--- src/rtl/uart_tx_ctrl.sv ---
// UART transmitter with a small byte FIFO: 8N1 frames (8E1 when UART_TX_PARITY_EN is defined).
// Latency: a byte pushed into an empty FIFO while idle is popped one HCLK later; tx drops on that edge.
// Backpressure: wr_ready is a registered "FIFO not full"; queued frames go out back-to-back with no idle gap.
`timescale 1ns/1ps

module uart_tx_ctrl #(
    parameter int FIFO_DEPTH = 4
) (
    input  logic        HCLK,
    input  logic        HRESETn,
    input  logic [15:0] baud_div,
    input  logic        wr_valid,
    input  logic [7:0]  wr_data,
    output logic        wr_ready,
    output logic        tx,
    output logic        busy,
    output logic [4:0]  fifo_level
);

    localparam int          PW      = (FIFO_DEPTH > 1) ? $clog2(FIFO_DEPTH) : 1;
    localparam logic [4:0]  DEPTH_L = 5'(FIFO_DEPTH);

    typedef enum logic [2:0] {
        IDLE   = 3'd0,
        START  = 3'd1,
        DATA   = 3'd2,
`ifdef UART_TX_PARITY_EN
        PARITY = 3'd3,
`endif
        STOP   = 3'd4
    } state_t;

    // FIFO storage and bookkeeping
    logic [7:0]    mem [FIFO_DEPTH];
    logic [PW-1:0] wr_ptr_q;
    logic [PW-1:0] rd_ptr_q;
    logic [4:0]    level_q;
    logic [4:0]    level_d;
    logic          wr_ready_q;
    logic          push;
    logic          pop;

    // Transmit engine
    state_t        state_q;
    state_t        state_d;
    logic          tx_q;
    logic          tx_d;
    logic [2:0]    bit_idx_q;
    logic [2:0]    bit_idx_d;
    logic [15:0]   baud_cnt_q;
    logic [15:0]   baud_cnt_d;
    logic [15:0]   div_q;
    logic [15:0]   div_d;
    logic [7:0]    data_q;
    logic [7:0]    data_d;
    logic [15:0]   eff_div;
    logic          bit_end;

    assign push       = wr_valid && wr_ready_q;
    assign eff_div    = (baud_div == 16'd0) ? 16'd1 : baud_div;
    assign bit_end    = (baud_cnt_q == 16'd0);

    assign wr_ready   = wr_ready_q;
    assign tx         = tx_q;
    assign fifo_level = level_q;
    assign busy       = (state_q != IDLE) || (level_q != 5'd0);

    // Next occupancy: simultaneous push and pop cancel out
    always_comb begin
        level_d = level_q;
        if (push && !pop) begin
            level_d = level_q + 5'd1;
        end else if (!push && pop) begin
            level_d = level_q - 5'd1;
        end
    end

    // FIFO payload write; contents need no reset because the level gates every read
    always_ff @(posedge HCLK) begin
        if (push) begin
            mem[wr_ptr_q] <= wr_data;
        end
    end

    // FIFO pointers, level and registered ready (computed from the next level so a full FIFO never over-admits)
    always_ff @(posedge HCLK or negedge HRESETn) begin
        if (!HRESETn) begin
            wr_ptr_q   <= '0;
            rd_ptr_q   <= '0;
            level_q    <= 5'd0;
            wr_ready_q <= 1'b1;
        end else begin
            if (push) begin
                wr_ptr_q <= wr_ptr_q + PW'(1);
            end
            if (pop) begin
                rd_ptr_q <= rd_ptr_q + PW'(1);
            end
            level_q    <= level_d;
            wr_ready_q <= (level_d != DEPTH_L);
        end
    end

    // Next-state, next-tx and counter logic; a pop latches the head byte and the divisor for the whole frame
    always_comb begin
        state_d    = state_q;
        tx_d       = tx_q;
        bit_idx_d  = bit_idx_q;
        baud_cnt_d = baud_cnt_q;
        div_d      = div_q;
        data_d     = data_q;
        pop        = 1'b0;

        case (state_q)
            IDLE: begin
                tx_d = 1'b1;
                if (level_q != 5'd0) begin
                    pop = 1'b1;
                end
            end
            START: begin
                if (bit_end) begin
                    state_d    = DATA;
                    bit_idx_d  = 3'd0;
                    tx_d       = data_q[0];
                    baud_cnt_d = div_q - 16'd1;
                end else begin
                    baud_cnt_d = baud_cnt_q - 16'd1;
                end
            end
            DATA: begin
                if (bit_end) begin
                    baud_cnt_d = div_q - 16'd1;
                    if (bit_idx_q == 3'd7) begin
`ifdef UART_TX_PARITY_EN
                        state_d = PARITY;
                        tx_d    = ^data_q;
`else
                        state_d = STOP;
                        tx_d    = 1'b1;
`endif
                    end else begin
                        bit_idx_d = bit_idx_q + 3'd1;
                        tx_d      = data_q[bit_idx_q + 3'd1];
                    end
                end else begin
                    baud_cnt_d = baud_cnt_q - 16'd1;
                end
            end
`ifdef UART_TX_PARITY_EN
            PARITY: begin
                if (bit_end) begin
                    state_d    = STOP;
                    tx_d       = 1'b1;
                    baud_cnt_d = div_q - 16'd1;
                end else begin
                    baud_cnt_d = baud_cnt_q - 16'd1;
                end
            end
`endif
            STOP: begin
                if (bit_end) begin
                    if (level_q != 5'd0) begin
                        pop = 1'b1;
                    end else begin
                        state_d = IDLE;
                        tx_d    = 1'b1;
                    end
                end else begin
                    baud_cnt_d = baud_cnt_q - 16'd1;
                end
            end
            default: begin
                state_d = IDLE;
                tx_d    = 1'b1;
            end
        endcase

        // Frame start shared by IDLE and the back-to-back STOP exit
        if (pop) begin
            state_d    = START;
            tx_d       = 1'b0;
            data_d     = mem[rd_ptr_q];
            div_d      = eff_div;
            baud_cnt_d = eff_div - 16'd1;
            bit_idx_d  = 3'd0;
        end
    end

    // Transmit engine state; tx comes straight from this flop
    always_ff @(posedge HCLK or negedge HRESETn) begin
        if (!HRESETn) begin
            state_q    <= IDLE;
            tx_q       <= 1'b1;
            bit_idx_q  <= 3'd0;
            baud_cnt_q <= 16'd0;
            div_q      <= 16'd1;
            data_q     <= 8'd0;
        end else begin
            state_q    <= state_d;
            tx_q       <= tx_d;
            bit_idx_q  <= bit_idx_d;
            baud_cnt_q <= baud_cnt_d;
            div_q      <= div_d;
            data_q     <= data_d;
        end
    end

endmodule

--- config.mk ---
export PLATFORM = sky130hd
export DESIGN_NAME = uart_tx_ctrl
export DESIGN_NICKNAME = d
export VERILOG_FILES = /design/src/rtl/uart_tx_ctrl.sv
export SDC_FILE = /design/constraint.sdc
export NUM_CORES = 1
export LEC_CHECK = 0
export CAP_MARGIN = 0
export CORE_MARGIN = 2
export CORE_UTILIZATION = 44
export CTS_BUF_LIST = sky130_fd_sc_hd__clkbuf_8 sky130_fd_sc_hd__clkbuf_16
export DETAILED_ROUTE_END_ITERATION = 10
export GPL_ROUTABILITY_DRIVEN = 1
export PLACE_DENSITY_LB_ADDON = 0.3
export SETUP_SLACK_MARGIN = 0.4
export SLEW_MARGIN = 20
export SYNTH_ARGS = -nofsm -noshare
export SYNTH_HDL_FRONTEND = slang
export SYNTH_SLANG_ARGS = --single-unit
--- constraint.sdc ---
create_clock -name HCLK -period 3.8 [get_ports HCLK]
set_clock_uncertainty 0.15 [all_clocks]
set_input_delay 1.14 -clock HCLK [delete_from_list [all_inputs] [get_ports HCLK]]
set_output_delay 1.14 -clock HCLK [all_outputs]
set_load 0.02 [all_outputs]
==> key figures, run 1 <==
Setup path
  • R2r worst-path depth: 8
  • Critical path's slowest cell: or4_1
  • Worst Path Buf+Inv: 1
  • Worst Path Max Fanout: 3
  • Setup crit start: baud_div[11]
  • Worst Path Required: 3920 ps
  • Critical Path Max Stage Delay: roughly 540 ps
  • Critical path cell sequence: clkdlybuf4s50_1 -> or4_1 -> nor3_1 -> a21oi_2 -> ha_2 -> nor3b_4 -> nand2_2 -> nor3_2 -> xnor2_1 -> nor2_1 -> a221o_1
  • Largest delay share family, worst path: simple AND/OR/NAND/NOR gates
  • Levels on crit path: 11
  • FF-to-FF Start: baud_cnt_q[0]$_DFFE_PN0P_
  • Crit path launch type: input port
  • Crit. End Element: flop
  • CP Data Arrival Time: around 3500 ps
  • Flop2flop setup slack: ~580 ps
  • Worst R2R End: baud_cnt_q[5]$_DFFE_PN0P_
  • Kind of critical path: in -> reg
  • Crit path to: baud_cnt_q[8]$_DFFE_PN0P_

Pwr
  • Pwr/cell area: about 480 nW/um^2
  • Total power: approximately 2800 uW
  • Peak supply drop: between 0.3 and 0.4 mV
  • Leak: approximately 0.0023 uW

Logic synthesis
  • Post-Syn Area: between 4000 and 5000 sq um
  • Mapped Nets: between 500 and 600
  • Yosys warnings: 0
  • Distinct cells, synth: 54
  • Top post-synthesis cells by count: nand2_1 (89), dfrtp_1 (54), edfxtp_1 (32)
  • Area contributors post-synth: dfrtp_1 (28%), edfxtp_1 (20%), nand2_1 (6.9%), mux4_2 (4.6%), xnor2_1 (4.5%)
  • Seq/Total Area, Yosys: 0.491
  • Yosys top cell by area: dfrtp_1
  • Top cell type's share of synthesized area: 0.278
  • Post-synthesis average cell area: 10.4 sq um
  • Ys flop type: dfrtp_1
  • Count leader, synth: nand2_1
  • Cells after Synth: ~470
  • Asr flop ratio synth: 0.640
  • Seq cells post-synth: 89
  • EDFF count, synth: 32

Floorplan
  • Initial Utilization: 0.449
  • Chip height: 109 um
  • Site Rows: 38
  • Core ar.: approximately 11000 sq um
  • IO Count: 35
  • Chip width: between 100 and 150 um
  • Die area: between 10000 and 15000 sq um

GRT
  • Met2 global-route usage: 0.302
  • First-pass GRT wire length: 18400 um
  • Grt peak-use layer: met2
  • Met1 Use GR: 0.295
  • Vias in the first global route: 3680
  • Global route overflow: 0
  • Initial antenna violation count: 0
  • GR Util met3: 0.0395
  • Largest net degree at the start of global routing: 37
  • Gr usage total: 0.200

Layout
  • Post-route cell area: roughly 5800 sq um
  • Nets: 559
  • Multi-input gate area: around 2400 sq um
  • N_diodes: 0
  • Final non-filler cell total: between 600 and 700
  • Layout area overhead: 19.1%
  • Fillcell total: about 940
  • Share of cells above drive strength 1: 0.162
  • Register area: 2390 sq um

Place
  • Placed insts: ~640
  • DP Wirelength: about 8000 um
  • Dpl ws: -141 ps
  • DP Area: between 5000 and 6000 sq um
  • IO buf count: 34
  • Routability Congestion: ~0.88

Clocking
  • CTS Sinks: between 80 and 90
  • Worst-skew pair later-pin latency: 380 ps
  • Clock Root Buffer: clkbuf_8
  • Htree depth: 3
  • CTS tree: yes
  • Cts hold-fix bufs: 0
  • TritonCTS Buffers: 9
  • CTS Buffer Depth: 2
  • Reg clk slew, reported paths: ~100 ps

Timing
  • Unrepaired setup endpoints after global routing: yes
  • Final setup margin: 451 ps
  • Final setup vio count: 0
  • Max Clock Freq: 299 MHz
  • Minimum clock period: between 3000 and 4000 ps
  • Fin. max-slew vios: 0
  • Measured slew at the worst slew-check pin: 869 ps
  • Slew headroom: 0.416
  • WHS: between 300 and 400 ps
  • Final Hold Viols: 0
  • Fin crit share: 0.881

Route
  • Antenna-violating nets left: 0
  • Initial DRC Count: roughly 220
  • Via count: around 3.7k
  • DR pass1 iterations: 5
  • Wire length per cell: roughly 16 um
  • Via density: between 5 and 6
  • Routed WL: ~11000 um
  • DR DRC count: 0

Flow run
  • Max Cap Violations: 0

Worst hold path
  • Hold WC Path Type: reg -> reg

Status
  • Status: finished, final reports clean
==> worst min-delay path: stages (launching register included) <==
cell	delay (ps)
dfrtp_1	360
nand2_1	50
nand2_1	50
==> metal layers <==
metal,share of wire,wire length (um)
met1,0.47,5200
met2,0.46,5060
met3,0.050,547
met4,0.014,148
met5,0,0
==> flip-flops by register name, indices dropped and copies added (netlist names) <==
| register | cells |
|---|---|
| data_q | 8 |
| rd_ptr_q | 2 |
| tx | 1 |
| mem | 32 |
| baud_cnt_q | 16 |
| wr_ptr_q | 2 |
| state_q | 3 |
| bit_idx_q | 3 |
| fifo_level | 5 |
| wr_ready | 1 |
| div_q | 16 |
==> logic make-up after synthesis <==
| family | count (synthesis) | synth area share |
|---|---|---|
| xor+xnor | 45 | 0.0810 |
| mux | 19 | 0.0653 |
| compound gates | 76 | 0.112 |
| flops | 89 | 0.491 |
| fa+ha+maj | 13 | 0.0334 |
| simple gates | 190 | 0.189 |
| buf+inv | 34 | 0.0290 |
==> report_power, final <==
group          leakage [uW]  switching (uW)  internal [uW]  total, uW
clock              0.000108             392            325        717
combinational       0.00124             349            349        698
sequential         0.000965             188           1190       1380
==> per-stage QoR <==
step                TNS (ps)   util
CTS                        0  0.534
global route               0  0.535
detailed placement      -353  0.508
floorplan                  0      -
global placement        -130  0.508
finish                     0  0.535
==> placed cells by master, fill, tap and decap left out, types with 4 or more instances in the layout <==
| cell | netlist | final |
|---|---|---|
| nand2_1 | 89 | 88 |
| dfrtp_1 | 54 | 54 |
| edfxtp_1 | 32 | 32 |
| buf_4 | 2 | 31 |
| nor2_1 | 29 | 29 |
| clkdlybuf4s50_1 | 0 | 28 |
| xnor2_1 | 25 | 25 |
| xor2_1 | 20 | 20 |
| a21oi_1 | 19 | 18 |
| o21ai_0 | 15 | 14 |
| nor3_1 | 14 | 13 |
| ha_1 | 13 | 12 |
| inv_1 | 11 | 11 |
| or4_1 | 13 | 11 |
| mux4_2 | 10 | 10 |
| nor4_1 | 11 | 9 |
| clkbuf_8 | 0 | 9 |
| o211ai_1 | 8 | 8 |
| mux2i_1 | 7 | 7 |
| or3_1 | 7 | 6 |
| and3_1 | 6 | 6 |
| a22o_1 | 5 | 5 |
| inv_8 | 0 | 4 |
==> worst min-delay path by stage <==
stage                                from                    end  cells past startpoint
global placement    data_q[2]$_DFFE_PN0P_  data_q[2]$_DFFE_PN0P_                      2
global route        data_q[4]$_DFFE_PN0P_  data_q[4]$_DFFE_PN0P_                      2
CTS                 data_q[6]$_DFFE_PN0P_  data_q[6]$_DFFE_PN0P_                      2
finish              data_q[6]$_DFFE_PN0P_  data_q[6]$_DFFE_PN0P_                      2
detailed placement  data_q[6]$_DFFE_PN0P_  data_q[6]$_DFFE_PN0P_                      2
floorplan           data_q[5]$_DFFE_PN0P_  data_q[5]$_DFFE_PN0P_                      2
==> final cells by class <==
type / count / share of cell area
multi-input combinational: 343 / 0.416
sequential: 89 / 0.412
timing repair buffer: 65 / 0.0967
tap: 140 / 0.0302
clock buffer: 9 / 0.0214
clock inverter: 7 / 0.0158
inverter: 11 / 0.00712
==> repair_timing <==
| item | in CTS | in global routing |
|---|---|---|
| resized for setup | 16 | 3 |
| pin swaps | 9 | 1 |
| buffers inserted | 4 | 0 |
| setup endpoints to repair | 10 | 7 |
Power figures use the tool's default switching activity.
==> run 2: changes to the inputs <==
- CORE_ASPECT_RATIO: unset -> 1.2
- CTS_BUF_LIST: sky130_fd_sc_hd__clkbuf_8 sky130_fd_sc_hd__clkbuf_16 -> unset
- HOLD_SLACK_MARGIN: unset -> 0.1
==> key figures, run 2 (same netlist as run 1, synthesis figures left out) <==
Status
  • Status: finished, final reports clean

Setup path
  • Worst Path Max Fanout: 3
  • FF-to-FF Start: baud_cnt_q[0]$_DFFE_PN0P_
  • Kind of critical path: in -> reg
  • Crit path launch type: input port
  • Worst Path Required: 3890 ps
  • R2r worst-path depth: 8
  • Flop2flop setup slack: about 590 ps
  • CP Data Arrival Time: approximately 3400 ps
  • Setup crit start: baud_div[12]
  • Worst R2R End: baud_cnt_q[10]$_DFFE_PN0P_
  • Crit. End Element: flop

Layout
  • N_diodes: 0
  • Max reg flops: 32
  • Share of cells above drive strength 1: 0.191
  • Fillcell total: roughly 930
  • Register name with the most flops: mem
  • Commonest non-fill, non-tap cell in the layout: nand2_1
  • Top flop regs: mem x32, baud_cnt_q x16, div_q x16
  • Post-layout util: 0.549
  • Layout area overhead: 23.3%
  • Nets: 570
  • Final non-filler cell total: about 670
  • Post-route cell area: between 6000 and 7000 sq um
  • Commonest cells after routing, fill and taps aside: nand2_1 (88), dfrtp_1 (54), buf_4 (41)

Timing
  • WHS: roughly 330 ps
  • Fin. max-slew vios: 0
  • Final setup margin: approximately 470 ps
  • Max Clock Freq: between 300 and 400 MHz
  • Slew headroom: 0.381
  • Fin crit share: 0.876
  • Unrepaired setup endpoints after global routing: no
  • Measured slew at the worst slew-check pin: a little over 900 ps
  • Final Hold Viols: 0
  • Minimum clock period: 3330 ps
  • Final setup vio count: 0

Place
  • Routability Congestion: 0.959
  • Dpl ws: -198 ps
  • IO buf count: 34
  • DP Wirelength: approximately 8400 um
  • Placed insts: 644
  • DP Area: 5560 sq um

Route
  • DR DRC count: 0
  • Antenna-violating nets left: 0
  • Wire length per cell: between 15 and 20 um
  • DR pass1 iterations: 5
  • Initial DRC Count: 350
  • Via count: 3810
  • Routed WL: between 10000 and 15000 um
  • Via density: approximately 5.7

Clocking
  • CTS Sinks: between 80 and 90
  • Reg clk slew, reported paths: approximately 70 ps
  • TritonCTS Buffers: 9
  • CTS tree: yes
  • Cts hold-fix bufs: 0
  • CTS Buffer Depth: 2
  • Clock Root Buffer: clkbuf_16
  • Worst-skew pair later-pin latency: around 350 ps
  • Htree depth: 3

Worst hold path
  • Hold_sp: data_q[5]$_DFFE_PN0P_
  • Worst hold endpoint: data_q[5]$_DFFE_PN0P_
  • Hold Path Depth: 2
  • Hold WC Path Type: reg -> reg

Floorplan
  • IO Count: 35
  • Core ar.: about 11000 sq um
  • Initial Utilization: 0.445
  • Chip height: around 120 um
  • Chip width: ~100 um
  • Die area: ~12000 sq um
  • Site Rows: 42

Pwr
  • Pwr/cell area: around 510 nW/um^2
  • Leak: ~0.0025 uW
  • Peak supply drop: ~0.52 mV

GRT
  • Global route overflow: 0
  • Vias in the first global route: ~3.8k
  • Largest net degree at the start of global routing: 30
  • First-pass GRT wire length: slightly below 20000 um
  • Initial antenna violation count: 0
  • Gr usage total: 0.207

Flow run
  • Max Cap Violations: 0
[run 2: cell count changes in the layout (fill, tap and decap cells not counted), sizes merged]
cell and change:
buf +13, clkinvlp -1, clkdlybuf4s50 -2, clkinv +2
dlymetal6s2s +2, clkdlybuf4s15 -1, dlygate4sd2 -1, inv -1
[run 2: worst max-delay path, cell delays in order]
cell and delay, ps:
clkdlybuf4s50_1 430, or4_4 510, nor3_4 260, a21oi_2 100
ha_2 190, nor3b_4 160, nand2_2 80, nor3_2 50
xnor2_1 160, nor2_1 60, a221o_1 280
[run 2: how the worst max path moves through the flow]
| stage | end | slack (ps) | cells past startpoint |
|---|---|---|---|
| after floorplan | baud_cnt_q[8]$_DFFE_PN0P_ | 240 | 12 |
| after global placement | baud_cnt_q[8]$_DFFE_PN0P_ | -140 | 12 |
| after detailed placement | baud_cnt_q[8]$_DFFE_PN0P_ | -200 | 12 |
| after CTS | baud_cnt_q[8]$_DFFE_PN0P_ | 410 | 12 |
| after global routing | baud_cnt_q[8]$_DFFE_PN0P_ | 370 | 11 |
| final | baud_cnt_q[8]$_DFFE_PN0P_ | 470 | 11 |
[run 2: where the power goes]
part           leakage (uW)  total (uW)  internal [uW]  switching (uW)
Combinational       0.00133         720            354             366
Clock              0.000157         944            530             413
Sequential         0.000965        1380           1190             187
[run 2: metal layers]
| metal | wire length (um) | vias to the layer above | global-route usage |
|---|---|---|---|
| met1 | 4980 | 1834 | 0.276 |
| met5 | 0 | - | 0 |
| li1 | - | 1827 | - |
| met4 | 353 | 0 | 0.0805 |
| met2 | 5490 | 117 | 0.331 |
| met3 | 614 | 32 | 0.0428 |
[run 2: layout make-up]
| class | instances | area (sq um) | area share |
|---|---|---|---|
| Clock buffer | 9 | 225 | 0.0375 |
| Sequential cell | 89 | 2390 | 0.398 |
| Tap cell | 132 | 165 | 0.0275 |
| Clock inverter | 7 | 95.1 | 0.0158 |
| Multi-Input combinational cell | 343 | 2430 | 0.406 |
| Inverter | 11 | 41.3 | 0.00688 |
| Timing Repair Buffer | 76 | 652 | 0.109 |
[run 2: timing repair]
action                                  in CTS  in global routing
gates resized for setup                     22                 10
buffers inserted                             3                  4
endpoints found under the setup margin       6                 14
pin swaps                                    8                  9
[run 2: per-stage QoR]
stage                     setup TNS (ps)  power [uW]
final                                  0        3040
after global routing                   0        3210
after CTS                              0        3060
after detailed placement            -447        2090
after global placement              -262        2070
after floorplan                        0        1810
==> run 3: changes to the inputs <==
- CORE_MARGIN: 2 -> unset
- CTS_BUF_LIST: unset -> sky130_fd_sc_hd__clkbuf_4 sky130_fd_sc_hd__clkbuf_8 sky130_fd_sc_hd__clkbuf_16
- GPL_TIMING_DRIVEN: unset -> 0
==> key figures, run 3 (same netlist as run 1, synthesis figures left out) <==
Timing
  • Unrepaired setup endpoints after global routing: yes
  • Slew headroom: 0.484
  • Fin crit share: 0.902
  • Minimum clock period: about 3400 ps
  • Final Hold Viols: 0
  • Measured slew at the worst slew-check pin: between 700 and 800 ps
  • Final setup vio count: 0
  • Max Clock Freq: roughly 290 MHz
  • Fin. max-slew vios: 0

GRT
  • Gr usage total: 0.213
  • GR Util met3: 0.0439
  • Met1 Use GR: 0.272
  • Met2 global-route usage: 0.356
  • Grt peak-use layer: met2
  • Global route overflow: 0
  • Vias in the first global route: 3753
  • Largest net degree at the start of global routing: 56
  • First-pass GRT wire length: between 15000 and 20000 um
  • Initial antenna violation count: 0

Setup path
  • Flop2flop setup slack: between 500 and 600 ps
  • Worst Path Max Fanout: 3
  • Worst Path Buf+Inv: 2
  • Critical path's slowest cell: or4_4
  • Crit. End Element: flop
  • FF-to-FF Start: baud_cnt_q[0]$_DFFE_PN0P_
  • Kind of critical path: in -> reg
  • R2r worst-path depth: 9
  • Worst R2R End: baud_cnt_q[5]$_DFFE_PN0P_
  • Most frequent CP cell: buf_8
  • Largest delay share family, worst path: simple AND/OR/NAND/NOR gates
  • Crit path to: baud_cnt_q[8]$_DFFE_PN0P_
  • Critical path cell sequence: buf_8 -> or4_4 -> or3_4 -> buf_8 -> nor4_4 -> a21oi_2 -> ha_2 -> nor3b_4 -> nand2_2 -> nor3_2 -> xnor2_1 -> nor2_1 -> a221o_1
  • Levels on crit path: 13
  • Setup crit start: baud_div[5]
  • CP Data Arrival Time: about 3500 ps
  • Crit path launch type: input port
  • Worst Path Required: 3870 ps
  • Critical Path Max Stage Delay: between 500 and 600 ps

Clocking
  • TritonCTS Buffers: 9
  • CTS Sinks: approximately 90
  • Reg clk slew, reported paths: 70 ps
  • Cts hold-fix bufs: 0
  • CTS tree: yes
  • Htree depth: 3
  • Clock Root Buffer: clkbuf_16
  • CTS Buffer Depth: 2
  • Worst-skew pair later-pin latency: 340 ps

Worst hold path
  • Hold WC Path Type: reg -> reg

Layout
  • Register name with the most flops: mem
  • N_diodes: 0
  • Max reg flops: 32
  • Share of cells above drive strength 1: 0.153
  • Top flop regs: mem x32, baud_cnt_q x16, div_q x16
  • Nets: 564
  • Commonest non-fill, non-tap cell in the layout: nand2_1
  • Post-route cell area: between 5000 and 6000 sq um
  • Layout area overhead: 21.0%
  • Post-layout util: 0.555
  • Commonest cells after routing, fill and taps aside: nand2_1 (88), dfrtp_1 (54), edfxtp_1 (32)

Pwr
  • Comb power frac: 0.245
  • Switching part of the total power: 0.322
  • Switching pwr: 948 uW
  • Leak: ~0.0024 uW
  • Reg power frac: 0.463
  • Peak supply drop: ~0.46 mV
  • Pwr/cell area: around 500 nW/um^2
  • Internal power: 2000 uW
  • Clock network power share: 0.292

Place
  • IO buf count: 33
  • DP Wirelength: around 8200 um
  • Routability Congestion: 0.904
  • DP Area: roughly 5400 sq um

Floorplan
  • Core ar.: about 11000 sq um
  • Chip width: slightly below 100 um
  • Initial Utilization: 0.458
  • Die area: between 10000 and 15000 sq um
  • Site Rows: between 40 and 50
  • IO Count: 35
  • Chip height: between 100 and 150 um

Flow run
  • Max Cap Violations: 0

Route
  • Via count: 3782
  • Routed WL: roughly 11000 um
  • Initial DRC Count: approximately 260
  • DR pass1 iterations: 5
  • Via density: around 5.7
  • Wire length per cell: between 15 and 20 um
  • DR DRC count: 0
  • Antenna-violating nets left: 0

Status
  • Status: finished, final reports clean
run 3: worst min-delay path by stage:
| stage | startpoint | to | depth (start not counted) | slack (ps) |
|---|---|---|---|---|
| finish | data_q[2]$_DFFE_PN0P_ | data_q[2]$_DFFE_PN0P_ | 2 | 320 |
| global route | data_q[5]$_DFFE_PN0P_ | data_q[5]$_DFFE_PN0P_ | 2 | 350 |
| CTS | data_q[2]$_DFFE_PN0P_ | data_q[2]$_DFFE_PN0P_ | 2 | 330 |
| detailed placement | data_q[2]$_DFFE_PN0P_ | data_q[2]$_DFFE_PN0P_ | 2 | 310 |
| global placement | data_q[5]$_DFFE_PN0P_ | data_q[5]$_DFFE_PN0P_ | 2 | 310 |
| floorplan | data_q[5]$_DFFE_PN0P_ | data_q[5]$_DFFE_PN0P_ | 2 | 290 |
run 3: layout make-up:
| cell class | instances | area, sq um |
|---|---|---|
| Tap cell | 129 | 161 |
| Timing Repair Buffer | 47 | 465 |
| Buffer | 23 | 114 |
| Clock buffer | 9 | 225 |
| Inverter | 11 | 41.3 |
| Fill cell | 926 | 4730 |
| Sequential cell | 89 | 2390 |
| Clock inverter | 7 | 58.8 |
| Multi-Input combinational cell | 343 | 2430 |
run 3: per-stage QoR:
step	hold WS (ps)	instances	setup slack, ps	setup TNS [ps]	power, uW
2_1_floorplan	290	466	237	0	1810
3_3_place_gp	307	628	-542	-27370	2040
3_5_place_dp	312	629	-539	-2710	2070
4_1_cts	329	653	365	0	2960
5_1_grt	351	658	273	0	3110
6_report	322	658	374	0	2950
run 3: tightest hold or removal path, stage by stage, from the launching register on:
cell,delay (ps)
dfrtp_1,340
nand2_1,50
nand2_1,50
run 3: power by group through the flow:
stage	registers (uW)	clock network [uW]	logic (uW)
final	1370	860	724
after global routing	1390	907	811
after CTS	1360	870	724
after detailed placement	1370	0	701
after global placement	1360	0	679
after floorplan	1370	0	442
run 3: routing by layer:
layer / share of wire / up-vias
met5: 0 / -
met4: 0.019 / 0
met3: 0.057 / 16
met2: 0.48 / 109
met1: 0.44 / 1832
li1: - / 1825
run 3: repair_timing:
action / in CTS / in global routing
hold endpoints to repair: 0 / 0
gates resized for setup: 33 / 14
buffers inserted: 8 / 5
pin swaps: 3 / 4
setup endpoints to repair: 37 / 34
